--- config.mk ---
export PLATFORM = sky130hd
export DESIGN_NAME = seq_dtree_ctrl
export DESIGN_NICKNAME = d
export VERILOG_FILES = /design/src/rtl/seq_dtree_ctrl.sv
export SDC_FILE = /design/constraint.sdc
export NUM_CORES = 1
export LEC_CHECK = 0
export ABC_CLOCK_PERIOD_IN_PS = 12760
export BUFFER_PORTS_ARGS = -buffer_cell sky130_fd_sc_hd__buf_2
export CORE_ASPECT_RATIO = 0.75
export CORE_MARGIN = 4
export CORE_UTILIZATION = 30
export DETAILED_ROUTE_END_ITERATION = 10
export PLACE_DENSITY = 0.43
export SYNTH_ARGS = -nofsm -noshare
export SYNTH_HDL_FRONTEND = slang
export SYNTH_SLANG_ARGS = --single-unit
--- constraint.sdc ---
create_clock -name clk -period 12.76 [get_ports clk]
set_input_delay 1.914 -clock clk [delete_from_list [all_inputs] [get_ports clk]]
set_output_delay 1.914 -clock clk [all_outputs]
set_load 0.01 [all_outputs]
--- src/rtl/seq_dtree_ctrl.sv ---
// seq_dtree_ctrl: sequential decision-tree evaluator sharing one feature mux and one <= comparator across all nodes.
//   clk, rst            : rising-edge clock, async active-high reset
//   in_valid/in_ready   : sample handshake, in_x holds N_FEAT packed features
//   out_valid/out_ready : result handshake, out_class/out_err held while out_valid
//   cfg_we/addr/data    : node-table write, honoured only while idle
//   busy                : evaluating or holding a result
module seq_dtree_ctrl #(
  parameter int N_FEAT = 5,
  parameter int FEAT_W = 8,
  parameter int NODES = 16,
  parameter int MAX_DEPTH = 8,
  parameter int CLASS_W = 6,
  localparam int AW = $clog2(NODES),
  localparam int WW = 4 + FEAT_W + 2 * AW
) (
  input  logic                     clk,
  input  logic                     rst,
  input  logic                     in_valid,
  output logic                     in_ready,
  input  logic [N_FEAT*FEAT_W-1:0] in_x,
  output logic                     out_valid,
  input  logic                     out_ready,
  output logic [CLASS_W-1:0]       out_class,
  output logic                     out_err,
  input  logic                     cfg_we,
  input  logic [AW-1:0]            cfg_addr,
  input  logic [WW-1:0]            cfg_data,
  output logic                     busy
);
  localparam int SW = $clog2(MAX_DEPTH + 1);
  typedef enum logic [1:0] {IDLE, EVAL, DONE} state_t;
  state_t state, nxt;
  logic [WW-1:0] tbl [NODES];
  logic [N_FEAT*FEAT_W-1:0] x;
  logic [AW-1:0] ptr;
  logic [SW-1:0] step;
  logic [CLASS_W-1:0] cls;
  logic err;
  logic [WW-1:0] node;
  logic leaf, bad, last;
  logic [2:0] feat;
  logic [FEAT_W-1:0] thr, xf;
  logic [AW-1:0] left, right;
  logic [2*AW-1:0] lr;
  assign node = tbl[ptr];
  assign leaf = node[WW-1];
  assign feat = node[WW-2 -: 3];
  assign thr = node[2*AW +: FEAT_W];
  assign left = node[AW +: AW];
  assign right = node[0 +: AW];
  assign lr = node[2*AW-1:0];
  assign bad = int'(feat) >= N_FEAT;
  assign last = step == SW'(MAX_DEPTH - 1);
  // out-of-range feature indices select zero; they abort anyway via bad
  always_comb begin
    xf = '0;
    for (int i = 0; i < N_FEAT; i++) if (int'(feat) == i) xf = x[i*FEAT_W +: FEAT_W];
  end
  always_comb begin
    nxt = state;
    case (state)
      IDLE: nxt = in_valid ? EVAL : IDLE;
      EVAL: nxt = (leaf || bad || last) ? DONE : EVAL;
      DONE: nxt = out_ready ? IDLE : DONE;
      default: nxt = IDLE;
    endcase
  end
  always_ff @(posedge clk or posedge rst) begin
    if (rst) begin
      state <= IDLE;
      x <= '0;
      ptr <= '0;
      step <= '0;
      cls <= '0;
      err <= 1'b0;
      for (int i = 0; i < NODES; i++) tbl[i] <= '0;
    end else begin
      state <= nxt;
      // writes land on the accepting edge too, so a same-edge write is seen by the walk
      if (state == IDLE && cfg_we) tbl[cfg_addr] <= cfg_data;
      if (state == IDLE && in_valid) begin
        x <= in_x;
        ptr <= '0;
        step <= '0;
      end
      if (state == EVAL) begin
        if (leaf) begin
          cls <= lr[CLASS_W-1:0];
          err <= 1'b0;
        end else if (bad || last) begin
          cls <= '0;
          err <= 1'b1;
        end else begin
          ptr <= (xf <= thr) ? left : right;
          step <= step + 1'b1;
        end
      end
    end
  end
  assign in_ready = state == IDLE;
  assign out_valid = state == DONE;
  assign busy = state != IDLE;
  assign out_class = cls;
  assign out_err = err;
endmodule

After elaboration in Yosys (flattened, before gate mapping)
Index checks and enable logic that the tools add are counted.

operators by class
  add/sub/neg operators = 1
  $mul = 0
  div/mod/pow operators = 0
  order comparisons = 5
  equality and inequality tests = 7
  shift operators = 0
  mux-type cells = 28
  bitwise logic cells = 2
  reduce and logical (&&, ||, !) cells = 11

operator list
  cell                                                                           count
  320-bit bitwise mux                                                            1
  20-bit binary-select mux with 4-bit select                                     1
  20-bit demux with 4-bit select                                                 1
  20-bit two-way mux                                                             3
  8-bit two-way mux                                                              5
  4-bit two-way mux                                                              9
  6-bit two-way mux                                                              2
  5-bit greater-or-equal comparator (second input constant)                      2
  4-bit inverter with 5-bit output                                               2
  3-bit == test (second input constant)                                          3
  8-bit less-or-equal comparator                                                 1
  2-bit case mux with 3 select lines                                             1
  5-bit by 1-bit less-than comparator with 1-bit output (second input constant)  1
  4-bit by 1-bit adder with 4-bit output (second input constant)                 1
  4-bit by 3-bit == test with 1-bit output (second input constant)               1
  2-bit two-way mux                                                              2
  2-bit nonzero test                                                             2
  3-bit by 2-bit == test with 1-bit output (second input constant)               1
  3-bit greater-or-equal comparator (second input constant)                      1
  1-bit logical AND                                                              3
  3-bit zero test                                                                1
  1-bit logical OR                                                               3
  1-bit two-way mux                                                              3
  2-bit by 1-bit == test with 1-bit output (second input constant)               1
  other kinds (3)                                                                3

storage, ports and cells
  register bits after elaboration = 377
  latch bits = 0
  RAM bits = 0
  ROM bits = 0
  output and inout bits = 10
  memories kept = 0

Depth between registers and ports, before layout
Gate-level depths: netlist (run 1).

  depth in word-level cells = 15
  depth in mapped cells = 18
  mapped depth without buffers = 15

Worst setup path before layout (run 1)
OpenSTA, ideal clock, no wires.

  path kind = flip-flop to flip-flop
  start point = register ptr[1]
  end point = register ptr[0]
  data arrival time = 3.414 ns
  required time = 12.628 ns
  setup slack = 9.214 ns
  stages on the path, launching flop included = 16
  buffers on the path = 4
  period minus slack after synthesis = 3.546 ns
  path through = dfrtp_1 -> buf_2 -> buf_6 -> buf_2 -> buf_2 -> mux4_2 -> mux4_2 -> inv_1 -> ha_1 -> nor2b_1 -> o21a_1 -> o21ai_0 -> a21oi_1 -> o22a_1 -> mux2i_1 -> mux2i_1

on the way
  cells in the longest elaborated chain, start to end = 15

RTL lines
  element                                                   RTL line  source
  start: declaration                                        35        logic [AW-1:0] ptr;
  start signal: assignment                                  94        ptr <= (xf <= thr) ? left : right;
  4-bit inverter with 5-bit output (not written as such) *  45        assign node = tbl[ptr];
  20-bit binary-select mux with 4-bit select *              45
  20-bit two-way mux (not written as such) * (2 in series)  45
  3-bit zero test                                           57        for (int i = 0; i < N_FEAT; i++) if (int'(feat) == i) xf = x[i*FEAT_W +: FEAT_W];
  8-bit two-way mux (5 in series)                           57
  8-bit less-or-equal comparator                            94
  4-bit two-way mux                                         94
  4-bit two-way mux                                         90        end else if (bad || last) begin
  4-bit two-way mux *                                       87        if (leaf) begin
  4-bit two-way mux *                                       86        if (state == EVAL) begin

Mark *: on every way between the ends. The rest lies on a longest branch, timed or not. The select of a mux whose other input is x is not followed.
A chain may end at the register's enable or synchronous reset.

Final worst setup path (run 1)
  start point = register ptr[0]
  end point = register ptr[1]

The elaborated chain is that of the path after synthesis.

==> results of run 1 <==
[stage by stage]
| step | cell area, sq um | cells | hold slack [ps] |
|---|---|---|---|
| after floorplan | 17200 | 1188 | 440 |
| after global placement | 18400 | 1963 | 461 |
| after detailed placement | 18400 | 1963 | 462 |
| after CTS | 19800 | 2032 | 478 |
| after global routing | 19800 | 2032 | 500 |
| final | 19800 | 2033 | 476 |
[cell usage in the layout (no fill, tap or decap), drive strengths merged, types with 5 or more instances in the layout]
master / instances
nand3: 9
a21oi: 18
clkbuf: 62
nor2: 31
mux2: 323
mux4: 96
dfrtp: 377
nand2b: 5
o21ai: 9
mux2i: 28
buf: 97
a22o: 6
clkinv: 5
inv: 16
nand2: 143
nor2b: 8
ha: 9
[per-layer routing]
metal	wire, um	up-vias	track usage, %	part of all wire (%)
li1	-	4395	-	-
met1	24200	5389	24.1	52
met2	19800	151	22.0	43
met3	1950	48	2.82	4.2
met4	652	0	2.81	1.4
met5	0	-	0	0
[area by class of cell]
type / instances / area, sq um / share of cell area, %
clock inverter: 7 / 63.8 / 0.323
timing repair buffer: 97 / 546 / 2.76
sequential: 377 / 9440 / 47.8
inverter: 15 / 63.8 / 0.323
multi-input combinational: 704 / 7420 / 37.6
antenna: 1 / 2.50 / 0.0127
tap: 770 / 963 / 4.88
clock buffer: 62 / 1260 / 6.36
[critical path, delay by kind of cell (launching register included)]
kind	cells	cell delay (ps)
DFF	1	980
buffers and inverters	1	820
and+or+nand+nor	3	950
adders and majority gates	1	260
muxes	3	890
AOI/OAI and AO/OA	7	1300
[power groups by stage]
stage               registers, W  clock network (W)  logic (W)
floorplan                0.00192                  0    0.00127
detailed placement       0.00205                  0    0.00160
CTS                      0.00203            0.00123    0.00160
finish                   0.00203            0.00118    0.00157
global placement         0.00205                  0    0.00156
global route             0.00210            0.00127    0.00174
[worst max-delay path by stage]
stage	slack, ps	endpoint	start
after detailed placement	7290	ptr[2]$_DFF_PP0_	ptr[0]$_DFF_PP0_
after CTS	7260	ptr[2]$_DFF_PP0_	ptr[0]$_DFF_PP0_
after global routing	6800	ptr[1]$_DFF_PP0_	ptr[0]$_DFF_PP0_
final	7370	ptr[1]$_DFF_PP0_	ptr[0]$_DFF_PP0_
after global placement	7350	ptr[2]$_DFF_PP0_	ptr[0]$_DFF_PP0_
after floorplan	370	out_class[0]$_DFFE_PP0P_	rst
[state kept, by name, summed over array words and instances, names as in the netlist]
name / cells
step: 4
state: 2
x: 40
tbl: 320
out_err: 1
ptr: 4
out_class: 6
[logic make-up (layout without fill, tap and decap cells)]
group | Yosys count | in the layout | share of synthesized area, %
compound gates | 42 | 42 | 1.73
fa+ha+maj | 9 | 9 | 0.653
buf+inv | 107 | 181 | 2.60
flops | 377 | 377 | 54.7
mux | 447 | 447 | 35.3
other cells | 0 | 1 | 0
simple gates | 206 | 206 | 5.06
==> results.txt, run 1 <==
----------------------------------------------------
[Floorplan]
  Area enclosed by the die boundary ... 0.0614 sq mm
  Number of cell rows ... 75
  Starting Density ... 30.6%
  Total core area ... 0.0564 sq mm
  Height of the die ... 216 um
  DIE WIDTH ... 285 um
  Num ports ... 79

[Yosys]
  Main area contributors after synthesis ... dfrtp_1 55%, mux2_2 21%, mux4_2 13%
  Fraction of registers with async set/reset ... 100%
  Number of enable-type register cells in the synthesized netlist ... 0
  Synth unique cells ... 37
  Sequential cell area fraction in the yosys report ... 54.7%
  Instance count of the mapped netlist ... 1188
  Total standard cell area after synthesis ... 0.0172 sq mm
  Nets in the synthesized netlist ... 1266
  Leading post-synthesis cells by instance count ... 377 x dfrtp_1, 323 x mux2_2, 143 x nand2_1
  Synth Flop Type ... dfrtp_1
  Share of the synthesized area in the top cell type ... 54.7%
  Number of synthesis warnings ... 0
  Most frequent cell after synthesis ... dfrtp_1
  Biggest area consumer among synthesized cells ... dfrtp_1
  Post-synthesis register bit count ... 377
  Post-Syn Area per Cell ... 14.5 sq um

[Power and ir drop]
  Total power draw ... 0.00479 W
  Leakage ... 8.84 nW
  Switching pwr ... 0.00149 W
  Combinational share of power ... 32.8%
  Ratio of total power to cell area ... 242 mW/mm^2
  Maximum resistive drop on vdd ... 0.113 mV
  Internal power ... 0.00329 W
  Sequential fraction of design power ... 42.4%
  Net Sw Frac ... 31.2%
  Clock share of power ... 24.7%

[Worst setup path]
  Category of the worst setup path launch point ... flip-flop
  Crit path max fanout ... 43
  Cell occurring most often along the worst timing path ... a21oi_1
  Critical Path Max Stage Delay ... 980 ps
  Critical path cell sequence ... buf_4, mux4_2, a22oi_1, nand3_4, nor2b_1, a21oi_1, a21oi_1, ha_1, nor2b_1, o21a_1, o21ai_0, a21oi_1, o22a_1, mux2i_1, mux2i_1
  Logic depth of the worst register-to-register path ... 15
  Endpoint kind of the worst setup timing path ... flip-flop
  Arrival time of the worst setup path ... 5790 ps
  Startpoint of the lowest-slack register-to-register path ... ptr[0]$_DFF_PP0_
  WP data required ... 13160 ps
  Cell type of the slowest stage on the worst timing path ... dfrtp_4
  Critical register-to-register path endpoint ... ptr[1]$_DFF_PP0_
  Category of the critical setup timing path ... flip-flop to flip-flop
  Register-to-register setup slack ... 7370 ps

[Clock network]
  Register clock-pin slew on the reported worst setup and hold paths ... 60 ps
  H-tree depth reported by CTS ... 2
  CTS root buf ... clkbuf_16
  Hold-fix buffers, CTS ... 0
  Clock Sink Count ... 377
  Clock insertion delay at the later pin of the skew report ... 550 ps
  Clock buffer count from CTS ... 42
  Post-CTS repair timing setup buffer count ... 0
  Number of gates resized after cts ... 0
  Clock tree from TritonCTS ... done
  Number of buffers on the longest clock path ... 3

[Routing]
  Vias per Instance ... 4.91
  DRT Pass-1 Iters ... 5
  Count of routing violations after the opening detailed-route iteration ... 512
  Count of antenna-violating nets left after detailed routing ... 0
  Routed WL per cell ... 22.9 um
  Routed via count ... 9983
  Final wirelength ... 46600 um
  Number of remaining DRC errors ... 0

[Timing]
  Slew headroom ... 15.6%
  Setup Viol. Count Final ... 0
  Fin. max-slew vios ... 0
  Shortest clock period the worst path allows after layout ... 5390 ps
  Layout Skew ... 16.7 ps
  FMAX ... 186 MHz
  Setup TNS after final layout ... 0 ps
  Count of final hold-check violations ... 0
  Slew of the pin with the lowest slew margin ... 1260 ps
  RSZ-0062 raised after global routing ... false
  Final setup slack of the worst path ... 7370 ps
  Fin crit share ... 42.2%

[Hold path]
  Source of the worst hold timing path ... x[26]$_DFFE_PP0P_
  Instance count along the most critical hold path ... 2
  Destination of the worst hold path ... x[26]$_DFFE_PP0P_
  Min-delay worst type ... flip-flop to flip-flop

[Layout]
  Number of fill cells in the layout ... 5455
  Share of layout cells above drive strength 1 ... 47.5%
  Growth of design area from synthesis to finish ... 14.6%
  Utilization of the core after routing ... 35.0%
  Number of nets in the layout ... 1315

[Global routing]
  Vias in the first global route ... 10400
  First-pass GRT wire length ... 70800 um
  Total global-route track usage ... 15.3%
  Maximum number of pins on one net before global-route repair ... 168
  Antenna violations before repair ... 3
  Global route overflow ... 0

[Placed design]
  Number of buffers inserted by port buffering ... 78
  Half-perimeter wire length after detailed placement ... 26600 um
  Setup WS pre-CTS ... 7290 ps
  Gpl congestion ... 0.707

[Job]
  Total of max-cap violations ... 0

[Status]
  Run status ... finished, final reports clean

----------------------------------------------------
No activity file was read; power rests on OpenSTA's default activity.
==> run 2, diff against run 1 <==
- ABC_CLOCK_PERIOD_IN_PS: 12760 -> 4600
- clock period: 12.76 -> 4.6 ns (I/O delays scaled with it)
==> run 2 against run 1 <==
  * Combinational power increased to 2.8 times the previous value
  * Clock skew about the same
  * Die area unchanged
  * Largest cell class unchanged
  * Highest routed layer is now met5
==> results.txt, run 2 (synthesis results as in run 1) <==
----------------------------------------------------
[Clock network]
  Number of buffers on the longest clock path ... 3 (unchanged)
  H-tree depth reported by CTS ... 2 (unchanged)
  Clock insertion delay at the later pin of the skew report ... 560 ps (about the same)
  Clock buffer count from CTS ... 43 (+2.4%)
  CTS root buf ... clkbuf_16
  Register clock-pin slew on the reported worst setup and hold paths ... 60 ps (about the same)
  Number of gates resized after cts ... 0 (unchanged)
  Clock tree from TritonCTS ... done
  Clock Sink Count ... 377 (unchanged)
  Post-CTS repair timing setup buffer count ... 0 (unchanged)
  Hold-fix buffers, CTS ... 0 (unchanged)

[Timing]
  Slew of the pin with the lowest slew margin ... 1230 ps (-30.5 ps)
  Setup Viol. Count Final ... 0 (unchanged)
  Setup TNS after final layout ... 0 ps (unchanged)
  Layout Skew ... 16.9 ps (+0.179 ps)
  Final setup slack of the worst path ... 558 ps (-6810 ps)
  RSZ-0062 raised after global routing ... false
  Fin. max-slew vios ... 0 (unchanged)
  FMAX ... 247 MHz (+33%)
  Count of final hold-check violations ... 0 (unchanged)
  Fin crit share ... 87.9% (+46 points)
  Shortest clock period the worst path allows after layout ... 4040 ps (-1350 ps)
  Slew headroom ... 17.8% (+2.2 points)

[Floorplan]
  Starting Density ... 30.6% (unchanged)
  Total core area ... 0.0564 sq mm (unchanged)
  Num ports ... 79 (unchanged)
  Height of the die ... 216 um (unchanged)
  Area enclosed by the die boundary ... 0.0614 sq mm (unchanged)
  Number of cell rows ... 75 (unchanged)
  DIE WIDTH ... 285 um (unchanged)

[Hold path]
  Min-delay worst type ... input port to flip-flop
  Instance count along the most critical hold path ... 2 (unchanged)
  Destination of the worst hold path ... state[1]$_DFF_PP0_
  Source of the worst hold timing path ... out_ready

[Global routing]
  Antenna violations before repair ... 2 (-1)
  Vias in the first global route ... 10600 (+2.1%)
  Global route overflow ... 0 (unchanged)
  First-pass GRT wire length ... 72400 um (+2.3%)
  Maximum number of pins on one net before global-route repair ... 95 (-43%)
  Total global-route track usage ... 15.7% (+0.40 points)

[Layout]
  Number of fill cells in the layout ... 5463 (+0.15%)
  Top register by number of flip-flops ... tbl
  Commonest cells after routing, fill and taps aside ... 374 x dfrtp_1, 323 x mux2_2, 143 x nand2_1
  Number of flip-flops in the largest register ... 320 (unchanged)
  Leading cell type in the layout, fill and taps excluded ... dfrtp_1
  Multi-input gate area in the final layout ... 0.00742 sq mm (about the same)
  Total area of sequential cells ... 0.00944 sq mm (unchanged)
  Growth of design area from synthesis to finish ... 16.3%
  Share of layout cells above drive strength 1 ... 48.7% (+1.1 points)
  Number of nets in the layout ... 1334 (+1.4%)
  Ant diodes ... 0 (-1)

[Routing]
  Final wirelength ... 47800 um (+2.5%)
  Met2 layer wire length in the routed design ... 20000 um (+0.84%)
  Count of routing violations after the opening detailed-route iteration ... 535 (+4.5%)
  Routed via count ... 9954 (-0.29%)
  Count of antenna-violating nets left after detailed routing ... 0 (unchanged)
  Vias per Instance ... 4.85 (-1.3%)
  Routed WL per cell ... 23.3 um (+1.5%)
  Number of remaining DRC errors ... 0 (unchanged)
  DRT Pass-1 Iters ... 4 (-1)
  WL met1 ... 24600 um (+1.7%)
  Top routing layer used ... met5
  Routed length on met3 ... 2390 um (+23%)

[Worst setup path]
  Crit path max fanout ... 18 (-58%)
  Arrival time of the worst setup path ... 4470 ps (-1320 ps)
  Critical path cell sequence ... mux4_2, a22oi_1, nand3_4, nor2b_1, a21oi_1, a21oi_1, ha_1, nor2b_1, o21a_1, o21ai_0, a21oi_1, o22a_1, mux2i_1, mux2i_1
  Critical register-to-register path endpoint ... ptr[3]$_DFF_PP0_
  Logic depth of the worst register-to-register path ... 14 (-1)
  Cell type of the slowest stage on the worst timing path ... dfrtp_4
  Critical Path Max Stage Delay ... 580 ps (-400 ps)
  Category of the worst setup path launch point ... flip-flop
  Endpoint kind of the worst setup timing path ... flip-flop
  Cell occurring most often along the worst timing path ... a21oi_1
  Register-to-register setup slack ... 560 ps (-6810 ps)
  Startpoint of the lowest-slack register-to-register path ... ptr[0]$_DFF_PP0_
  Category of the critical setup timing path ... flip-flop to flip-flop
  WP data required ... 5030 ps (-8130 ps)

[Power and ir drop]
  Leakage ... 9.01 nW (+1.8%)
  Ratio of total power to cell area ... 674 mW/mm^2 (+180%)
  Maximum resistive drop on vdd ... 0.265 mV (+130%)

[Placed design]
  Gpl congestion ... 0.745 (+5.3%)
  Setup WS pre-CTS ... 532 ps (-6760 ps)
  Half-perimeter wire length after detailed placement ... 28700 um (+7.9%)
  Number of buffers inserted by port buffering ... 78 (unchanged)

[Job]
  Total of max-cap violations ... 0 (unchanged)

[Status]
  Run status ... finished, final reports clean

----------------------------------------------------
run 2: worst max-delay path: cells and delay by family, from the launching register on:
| kind | cells | cell delay (ps) |
|---|---|---|
| AOI/OAI and AO/OA | 7 | 1270 |
| DFF | 1 | 580 |
| adders and majority gates | 1 | 260 |
| muxes | 3 | 810 |
| and+or+nand+nor | 3 | 980 |
run 2: stage by stage:
step / cell area [sq um] / hold WS (ps) / power, W / utilization [%] / instances
6_report: 20100 / 316 / 0.0135 / 35.6 / 2054
5_1_grt: 20100 / 299 / 0.0144 / 35.6 / 2054
4_1_cts: 20100 / 276 / 0.0137 / 35.6 / 2054
3_5_place_dp: 18600 / 465 / 0.0101 / 33.0 / 1981
3_3_place_gp: 18600 / 470 / 0.0101 / 33.0 / 1981
2_1_floorplan: 17300 / 440 / 0.00885 / - / 1188
run 2: per-layer routing:
layer	up-vias	global-route usage (%)
met1	5271	24.9
met4	2	3.53
met3	65	2.66
met2	186	22.3
met5	-	0
li1	4430	-
run 2: where the power goes:
group / switching, W / leakage (nW) / total [W] / internal (W)
Combinational: 0.00197 / 3.45 / 0.00440 / 0.00242
Sequential: 0.000810 / 4.85 / 0.00562 / 0.00481
Clock: 0.00140 / 0.709 / 0.00352 / 0.00211
run 2: final cells by class:
cell class / instances / area share (%)
Clock buffer: 59 / 6.23
Inverter: 15 / 0.299
Multi-Input combinational cell: 704 / 37.0
Timing Repair Buffer: 115 / 3.71
Tap cell: 770 / 4.80
Sequential cell: 377 / 47.1
Clock inverter: 14 / 0.867
run 2: worst max path at each step:
| stage | start | end | slack [ps] | cells after the start |
|---|---|---|---|---|
| floorplan | rst | out_class[0]$_DFFE_PP0P_ | -1150 | 1 |
| global placement | ptr[0]$_DFF_PP0_ | ptr[0]$_DFF_PP0_ | 580 | 14 |
| detailed placement | ptr[0]$_DFF_PP0_ | ptr[3]$_DFF_PP0_ | 530 | 14 |
| CTS | ptr[0]$_DFF_PP0_ | ptr[3]$_DFF_PP0_ | 500 | 14 |
| global route | ptr[0]$_DFF_PP0_ | ptr[2]$_DFF_PP0_ | 130 | 14 |
| finish | ptr[0]$_DFF_PP0_ | ptr[3]$_DFF_PP0_ | 560 | 14 |
